## config.mk

```make
export PLATFORM = sky130hd
export DESIGN_NAME = exec_ctrl
export DESIGN_NICKNAME = d
export VERILOG_FILES = /design/src/rtl/cpu_ctrl_pkg.sv /design/src/rtl/rise_detect.sv /design/src/rtl/exec_ctrl.sv
export SDC_FILE = /design/constraint.sdc
export NUM_CORES = 1
export LEC_CHECK = 0
export BUFFER_PORTS_ARGS = -buffer_cell sky130_fd_sc_hd__buf_2
export CAP_MARGIN = 0
export CORE_ASPECT_RATIO = 0.6
export CORE_MARGIN = 3
export CORE_UTILIZATION = 48
export CTS_BUF_LIST = sky130_fd_sc_hd__clkbuf_2
export DETAILED_ROUTE_END_ITERATION = 12
export HOLD_SLACK_MARGIN = 0.1
export PLACE_DENSITY = 0.79
export SLEW_MARGIN = 15
export SYNTH_ARGS = -nofsm -noshare
export SYNTH_HDL_FRONTEND = slang
export SYNTH_HIERARCHICAL = 1
export SYNTH_SLANG_ARGS = --single-unit
```

## constraint.sdc

```tcl
create_clock -name clk -period 1.9 [get_ports clk]
set_input_delay 0.19 -clock clk [delete_from_list [all_inputs] [get_ports clk]]
set_output_delay 0.19 -clock clk [all_outputs]
set_load 0.02 [all_outputs]
```

## src/rtl/cpu_ctrl_pkg.sv

```systemverilog
// rtl/cpu_ctrl_pkg.sv - shared state encodings and step counter width for exec_ctrl
package cpu_ctrl_pkg;

    typedef enum logic [1:0] {
        ST_IDLE  = 2'b00,
        ST_RUN   = 2'b01,
        ST_STEP  = 2'b10,
        ST_BREAK = 2'b11
    } exec_state_t;

    // Wide enough for STEP_CYCLES up to 15
    localparam int STEP_CNT_W = 4;

    // Run-mode divider width, covers RUN_DIV up to 2^24
    localparam int DIV_CNT_W = 24;

endpackage

```

## src/rtl/rise_detect.sv

```systemverilog
// rtl/rise_detect.sv - rising-edge detector whose history register resets high
module rise_detect (
    input  logic clk,
    input  logic reset,
    input  logic in,
    output logic rise
);

    logic in_q;

    // History resets to 1 so a level already high at reset release is not an edge
    always_ff @(posedge clk or posedge reset) begin
        if (reset) begin
            in_q <= 1'b1;
        end else begin
            in_q <= in;
        end
    end

    assign rise = in & ~in_q;

endmodule

```

## src/rtl/exec_ctrl.sv

```systemverilog
// rtl/exec_ctrl.sv - run/step/breakpoint execution controller; breakpoints under EXEC_CTRL_BREAKPOINT_EN
module exec_ctrl
    import cpu_ctrl_pkg::*;
#(
    parameter int RUN_DIV     = 1,
    parameter int STEP_CYCLES = 1
) (
    input  logic        clk,
    input  logic        reset,
    input  logic        run,
    input  logic        step,
    input  logic [31:0] pc,
    input  logic [31:0] bp_addr,
    input  logic        bp_valid,
    output logic        cpu_en,
    output logic [1:0]  state,
    output logic [31:0] cycle_cnt,
    output logic        break_hit
);

    localparam logic [DIV_CNT_W-1:0]  DIV_MAX  = DIV_CNT_W'(RUN_DIV - 1);
    localparam logic [STEP_CNT_W-1:0] STEP_MAX = STEP_CNT_W'(STEP_CYCLES - 1);

    exec_state_t           cur;
    logic [DIV_CNT_W-1:0]  div_cnt;
    logic [STEP_CNT_W-1:0] step_cnt;
    logic                  step_rise;
    logic                  div_tick;
    logic                  bp_hit;

    rise_detect u_step_edge (
        .clk   (clk),
        .reset (reset),
        .in    (step),
        .rise  (step_rise)
    );

`ifdef EXEC_CTRL_BREAKPOINT_EN
    assign bp_hit = bp_valid && (pc == bp_addr);
`else
    // Breakpoint inputs stay on the port list but are not looked at
    logic unused_bp;
    assign unused_bp = &{1'b0, pc, bp_addr, bp_valid};
    assign bp_hit    = 1'b0;
`endif

    assign div_tick = (div_cnt == DIV_MAX);
    assign state    = cur;

    // Enable is decoded in the same cycle as the pc compare so a breakpoint
    // suppresses exactly the advance that would have executed the matching pc
    always_comb begin
        cpu_en = 1'b0;
        case (cur)
            ST_STEP: cpu_en = 1'b1;
            ST_RUN:  cpu_en = run && div_tick && !bp_hit;
            default: cpu_en = 1'b0;
        endcase
    end

    // Mode FSM with run divider, step counter and breakpoint flag
    always_ff @(posedge clk or posedge reset) begin
        if (reset) begin
            cur       <= ST_IDLE;
            div_cnt   <= '0;
            step_cnt  <= '0;
            break_hit <= 1'b0;
        end else begin
            case (cur)
                ST_IDLE: begin
                    if (run) begin
                        cur     <= ST_RUN;
                        div_cnt <= '0;
                    end else if (step_rise) begin
                        cur      <= ST_STEP;
                        step_cnt <= '0;
                    end
                end
                ST_STEP: begin
                    if (step_cnt == STEP_MAX) begin
                        cur      <= ST_IDLE;
                        step_cnt <= '0;
                    end else begin
                        step_cnt <= step_cnt + 1'b1;
                    end
                end
                ST_RUN: begin
                    if (!run) begin
                        cur     <= ST_IDLE;
                        div_cnt <= '0;
                    end else if (div_tick) begin
                        div_cnt <= '0;
                        if (bp_hit) begin
                            cur       <= ST_BREAK;
                            break_hit <= 1'b1;
                        end
                    end else begin
                        div_cnt <= div_cnt + 1'b1;
                    end
                end
                ST_BREAK: begin
                    if (!run) begin
                        cur       <= ST_IDLE;
                        break_hit <= 1'b0;
                    end else if (step_rise) begin
                        cur       <= ST_STEP;
                        step_cnt  <= '0;
                        break_hit <= 1'b0;
                    end
                end
                default: cur <= ST_IDLE;
            endcase
        end
    end

    // Count every issued enable cycle, wrapping naturally at 32 bits
    always_ff @(posedge clk or posedge reset) begin
        if (reset) begin
            cycle_cnt <= '0;
        end else if (cpu_en) begin
            cycle_cnt <= cycle_cnt + 32'd1;
        end
    end

endmodule

```

# After elaboration in Yosys (flattened, before gate mapping)
# Index checks and enable logic that the tools add are counted.
totals:
  reg_bits: 64
  inputBits: 69
  output_inout_bits: 36
  word_cells: 48
classes:
  addsub: 3
  eq_ne: 9
  mux: 18
  bitwise: 2
  reduce_logical: 10
ops:
  columns: ["cell", "count"]
  rows:
  - ["24-bit 2-to-1 mux", 3]
  - ["24-bit case mux with 2 select lines", 1]
  - ["32-bit by 1-bit adder with 32-bit output, second input constant", 1]
  - ["24-bit by 1-bit adder with 24-bit output, second input constant", 1]
  - ["24-bit zero test", 1]
  - ["4-bit 2-to-1 mux", 4]
  - ["4-bit case mux with 3 select lines", 1]
  - ["2-bit 2-to-1 mux", 5]
  - ["2-bit != test, second input constant", 5]
  - ["2-bit case mux with 4 select lines", 1]
  - ["2-bit AND reduction", 3]
  - ["4-bit by 1-bit adder with 4-bit output, second input constant", 1]
  - ["2-bit == test, second input constant", 2]
  - ["4-bit zero test", 1]
  - ["3-bit AND reduction", 1]
  - ["3-bit nonzero test", 1]
  - ["2-bit by 1-bit == test with 1-bit output, second input constant", 1]
  - ["2-bit zero test", 1]
  - ["1-bit 2-to-1 mux", 2]
  - ["2-bit by 1-bit != test with 1-bit output, second input constant", 1]
  - ["1-bit case mux with 2 select lines", 1]
  - ["2-bit nonzero test", 1]
  - ["1-bit bitwise AND", 1]
  - ["1-bit logical AND", 1]
  - ["1-bit NOT", 1]

# Depth between registers and ports, before layout
logic_depth:
  depth_word: 5
  ltp_mapped: 9
  ltp_nobuf: 8

# Modules after synthesis
# The synthesis kept the hierarchy.
modules_own_cells:
  columns: ["mod", "instances", "cells_per_inst", "area_per_inst_um2", "seq_area_each_um2"]
  rows:
  - ["exec_ctrl", 1, 334, 3306.9, 1551.5]
  - ["rise_detect", 1, 3, 43.8, 26.3]

# Worst setup path before layout
# No wires, ideal clock.
synth_path:
  path_kind: "register to register"
  from: "register div_cnt[0]"
  to: "register div_cnt[8]"
  setup_time_ns: 0.119
  arrival_ns: 1.844
  t_required_ns: 1.781
  setup_slack_ns: -0.063
  path_stages_with_launch: 10
  n_path_buf: 2
  period_less_slack_ns: 1.963
  path_cell_list: "dfrtp_1 > inv_1 > ha_1 > nor4b_1 > nand4_1 > o211ai_1 > and2_1 > buf_2 > buf_4 > nor2_1"
synth_between:
  elab_chain_len: 4
  elab_cells_between_ends: 5
  cone_classes: "add/sub: 1; mux: 3; reduce/logical: 1"
synth_rtl:
  columns: ["item", "line", "rtl"]
  rows:
  - ["from (decl)", "exec_ctrl.sv:25", "logic [DIV_CNT_W-1:0] div_cnt;"]
  - ["from (signal assigned)", "exec_ctrl.sv:98", "div_cnt <= div_cnt + 1'b1;"]
  - ["24-bit by 1-bit adder with 24-bit output / 24-bit zero test (equally long branches)", "exec_ctrl.sv:98, exec_ctrl.sv:47", null]
  - ["24-bit 2-to-1 mux (*)", "exec_ctrl.sv:91", "end else if (div_tick) begin"]
  - ["24-bit 2-to-1 mux (*)", "exec_ctrl.sv:88", "if (!run) begin"]
  - ["24-bit case mux with 2 select lines (*)", "exec_ctrl.sv:69", "case (cur)"]
# Every way passes the cells marked *; elsewhere a longest branch is shown, timed or not.
# A chain may end at the register's enable or synchronous reset.

# Worst setup path in the final report
layout_path:
  from: "register div_cnt[17]"
  to: "output port cpu_en"
layout_between:
  elab_chain_len: 3
layout_rtl:
  columns: ["item", "line", "rtl"]
  rows:
  - ["24-bit zero test", "exec_ctrl.sv:47", "assign div_tick = (div_cnt == DIV_MAX);"]
  - ["1-bit logical AND", "exec_ctrl.sv:56", "ST_RUN: cpu_en = run && div_tick && !bp_hit;"]
  - ["1-bit case mux with 2 select lines", "exec_ctrl.sv:54", "case (cur)"]
  - ["to (decl)", "exec_ctrl.sv:15", "output logic cpu_en,"]
# Every way passes these cells.

==> flow_summary_export.csv <==
group,metric,value,unit
cts,clk_pin_slew,190,ps
detailed_routing,wl_per_cell,20.8,um
finish,final_nets,515,
worst_setup_path,crit_fanout,2,
finish,layoutNonFillerInstCount,526,
die,row_count,22,
global_routing,antenna_found_initial,0,
worst_setup_path,cp-start-kind,"flop",
detailed_routing,drt_pre_antenna_iters,5,
timing,worst_slew_pin_slew,532,ps
logic_synthesis,synthFlopType,"dfrtp_1",
cts,clock-sinks,63,
pwr,total_power,4.62,mW
place,placedCellCount,490,
worst_setup_path,path_cells,"nor4_4 -> nand4_1 -> o31a_1 -> buf_12 -> clkinv_8 -> buf_6",
worst_setup_path,worstSetupPathType,"flop to output port",
finish,postLayoutCellArea,4950,sq um
logic_synthesis,synth-seq-cells,63,
worst_setup_path,crit_path_max_incr_delay,480,ps
timing,rsz0062_at_grt,"true",
logic_synthesis,ys_warn_count,6,
die,io_pins,105,
logic_synthesis,yosys.area.top_type,"dfrtp_1",
global_routing,grt_max_degree,63,
timing,post-route-period-util,128,%
logic_synthesis,async_flop_share,100,%
cts,clockBufferDepth,2,
outcome,outcome,"complete, but fails checks",
detailed_routing,drc,0,
worst_setup_path,cp_top_family,"simple AND/OR/NAND/NOR gates",
logic_synthesis,synth_edf_count,0,
finish,diodes,0,
place,hpwl,5610,um
pwr,vdd_ir_drop_max,0.708,mV
logic_synthesis,synthTopCellsByArea,"dfrtp_1, xor2_1, xnor2_1, nor4_2, nand3_1",
logic_synthesis,syn-num-nets,415,
timing,relSlewSlack,64.4,%
worst_setup_path,worstPathRequired,1710,ps
worst_setup_path,crit_buf_inv,3,
timing,post-route-min-period,2430,ps
logic_synthesis,yosys.area.top_type_share,46.3,%
timing,clock_skew,26.3,ps
logic_synthesis,avgSynthCellArea,9.94,sq um
pwr,p_leak,2.33,nW
die,die-height,70.7,um
detailed_routing,drt_iter0_markers,335,
timing,fmax,0.412,GHz
logic_synthesis,syn_area,3350,sq um
die,initial_core_util,52.0,%
global_routing,grt_pass1_vias,3103,
cts,numCtsBuffers,9,
timing,setup_slack,-530,ps
timing,timing_hold_violations_final,0,
worst_setup_path,slowest_stage,"dfrtp_1",
die,fp.dieArea,8050,sq um
detailed_routing,ant_nets,0,
global_routing,track_usage,26.6,%
worst_setup_path,critPathCaptureType,"output port",
die,core-area,6440,sq um
global_routing,overflow,0,
detailed_routing,wl,11000,um
die,die-width,114,um
logic_synthesis,ys_types,45,
detailed_routing,num_vias,3139,
cts,cts_tree,"yes",
logic_synthesis,yosysSeqAreaShare,47.1,%
global_routing,grt_pass1_wl,16400,um
finish,syn2layout_area_growth,47.7,%
pwr,power.density,934,nW/um^2
place,place_area,3950,sq um
finish,layout_commonest_cell,"dfrtp_1",
job,cap_viol_max_count,0,
place,port_buffers,38,
cts,root_buffer,"clkbuf_2",
timing,drv_slew,0,
finish,drive_gt1_share,44.1,%
cts,htree_levels,3,
min_path,min_path_type,"input pin to asynchronous set/reset pin",
logic_synthesis,synthCells,337,
timing,final-setup-viol-count,57,
detailed_routing,via_per_inst,5.97,
worst_setup_path,worst_ep_arrival_time,2240,ps
place,gp_congestion,0.815,
cts,clock_latency,560,ps
finish,most-common-layout-cells,"dfrtp_1, buf_4, buf_2",
timing,finalSetupTns,-12160,ps
outcome,violations,"setup timing",
[path summary, 6_finish.rpt]
kind,from,endpoint,slack [ps],depth (start not counted)
setup / recovery,div_cnt[17],cpu_en,-530,6
hold / removal,reset,u_step_edge/in_q,180,3
setup reg to reg,div_cnt[17],cycle_cnt[31],-480,8
hold reg to reg,cycle_cnt[31],cycle_cnt[31],490,1
max in group asynchronous,reset,state[0],1370,4
min in group clk,step,u_step_edge/in_q,300,2
[routing by layer]
metal | global-route usage, % | vias up | share of wire [%]
met5 | 0 | - | 0
met4 | 10.5 | 0 | 2.9
met3 | 7.61 | 31 | 6.7
met2 | 41.2 | 157 | 50
met1 | 35.6 | 1581 | 40
li1 | - | 1370 | -
[worst reg2reg max path: stages (launching register included)]
cell,delay [ps]
dfrtp_1,480
nor4_4,350
nand4_1,220
o31a_1,340
buf_12,150
buf_4,250
buf_12,180
nor4_4,170
xor2_1,180
[cell type report]
| cell class | instances | area (sq um) |
|---|---|---|
| Clock inverter | 7 | 87.6 |
| Tap cell | 84 | 105 |
| Fill cell | 389 | 1490 |
| Multi-Input combinational cell | 243 | 2200 |
| Timing Repair Buffer | 100 | 843 |
| Sequential cell | 63 | 1580 |
| Clock buffer | 9 | 45.0 |
| Inverter | 20 | 87.6 |
[state kept, by name, indices dropped and copies added, names as in the netlist]
register / count
cycle_cnt: 32
div_cnt: 24
state: 2
step_cnt: 4
u_step_edge/in_q: 1
[report_power, final]
part           internal (mW)  switching (mW)
combinational          0.968            1.17
clock                  0.427           0.544
sequential              1.41           0.105
[synth_stat cells (3+ instances only)]
cell and number:
or3_1 3, nor4_1 6, a21o_1 3, buf_2 3
nor3_1 21, and3_1 8, nand4_1 12, clkbuf_1 4
and2_1 3, ha_1 9, nand2_1 28, xor2_1 32
nor4_2 11, nand3_1 26, nor2_1 26, dfrtp_1 62
xnor2_1 18, a21oi_1 4, o21ai_0 8, inv_1 19
[per-stage QoR]
| step | hold slack, ps | worst slack, ps | utilization (%) |
|---|---|---|---|
| 6_report | 176 | -530 | 76.8 |
| 5_1_grt | 177 | -590 | 76.8 |
| 4_1_cts | 162 | -459 | 74.6 |
| 3_5_place_dp | 211 | -274 | 61.3 |
| 3_3_place_gp | 203 | -221 | 61.3 |
| 2_1_floorplan | 79.7 | 20.2 | - |
[repair_timing]
action / in CTS / in global routing
gates resized for setup: 90 / 46
gates cloned: 5 / 0
setup buffers: 14 / 6
hold buffers: 3 / 0
endpoints found under the hold margin: 66 / 0
setup endpoints to repair: 53 / 62
pin swaps: 56 / 22
[cell families after synthesis]
logic type               Yosys count  synth area share [%]
AO/OA/AOI/OAI                     25                  4.89
XOR/XNOR                          50                  13.1
adder cells (fa/ha/maj)            9                  3.36
buffers and inverters             31                  4.03
flip-flops                        63                  47.1
multiplexers                       3                 0.971
other                              1                 0.112
AND/OR/NAND/NOR                  155                  26.5
Power figures use the tool's default switching activity.
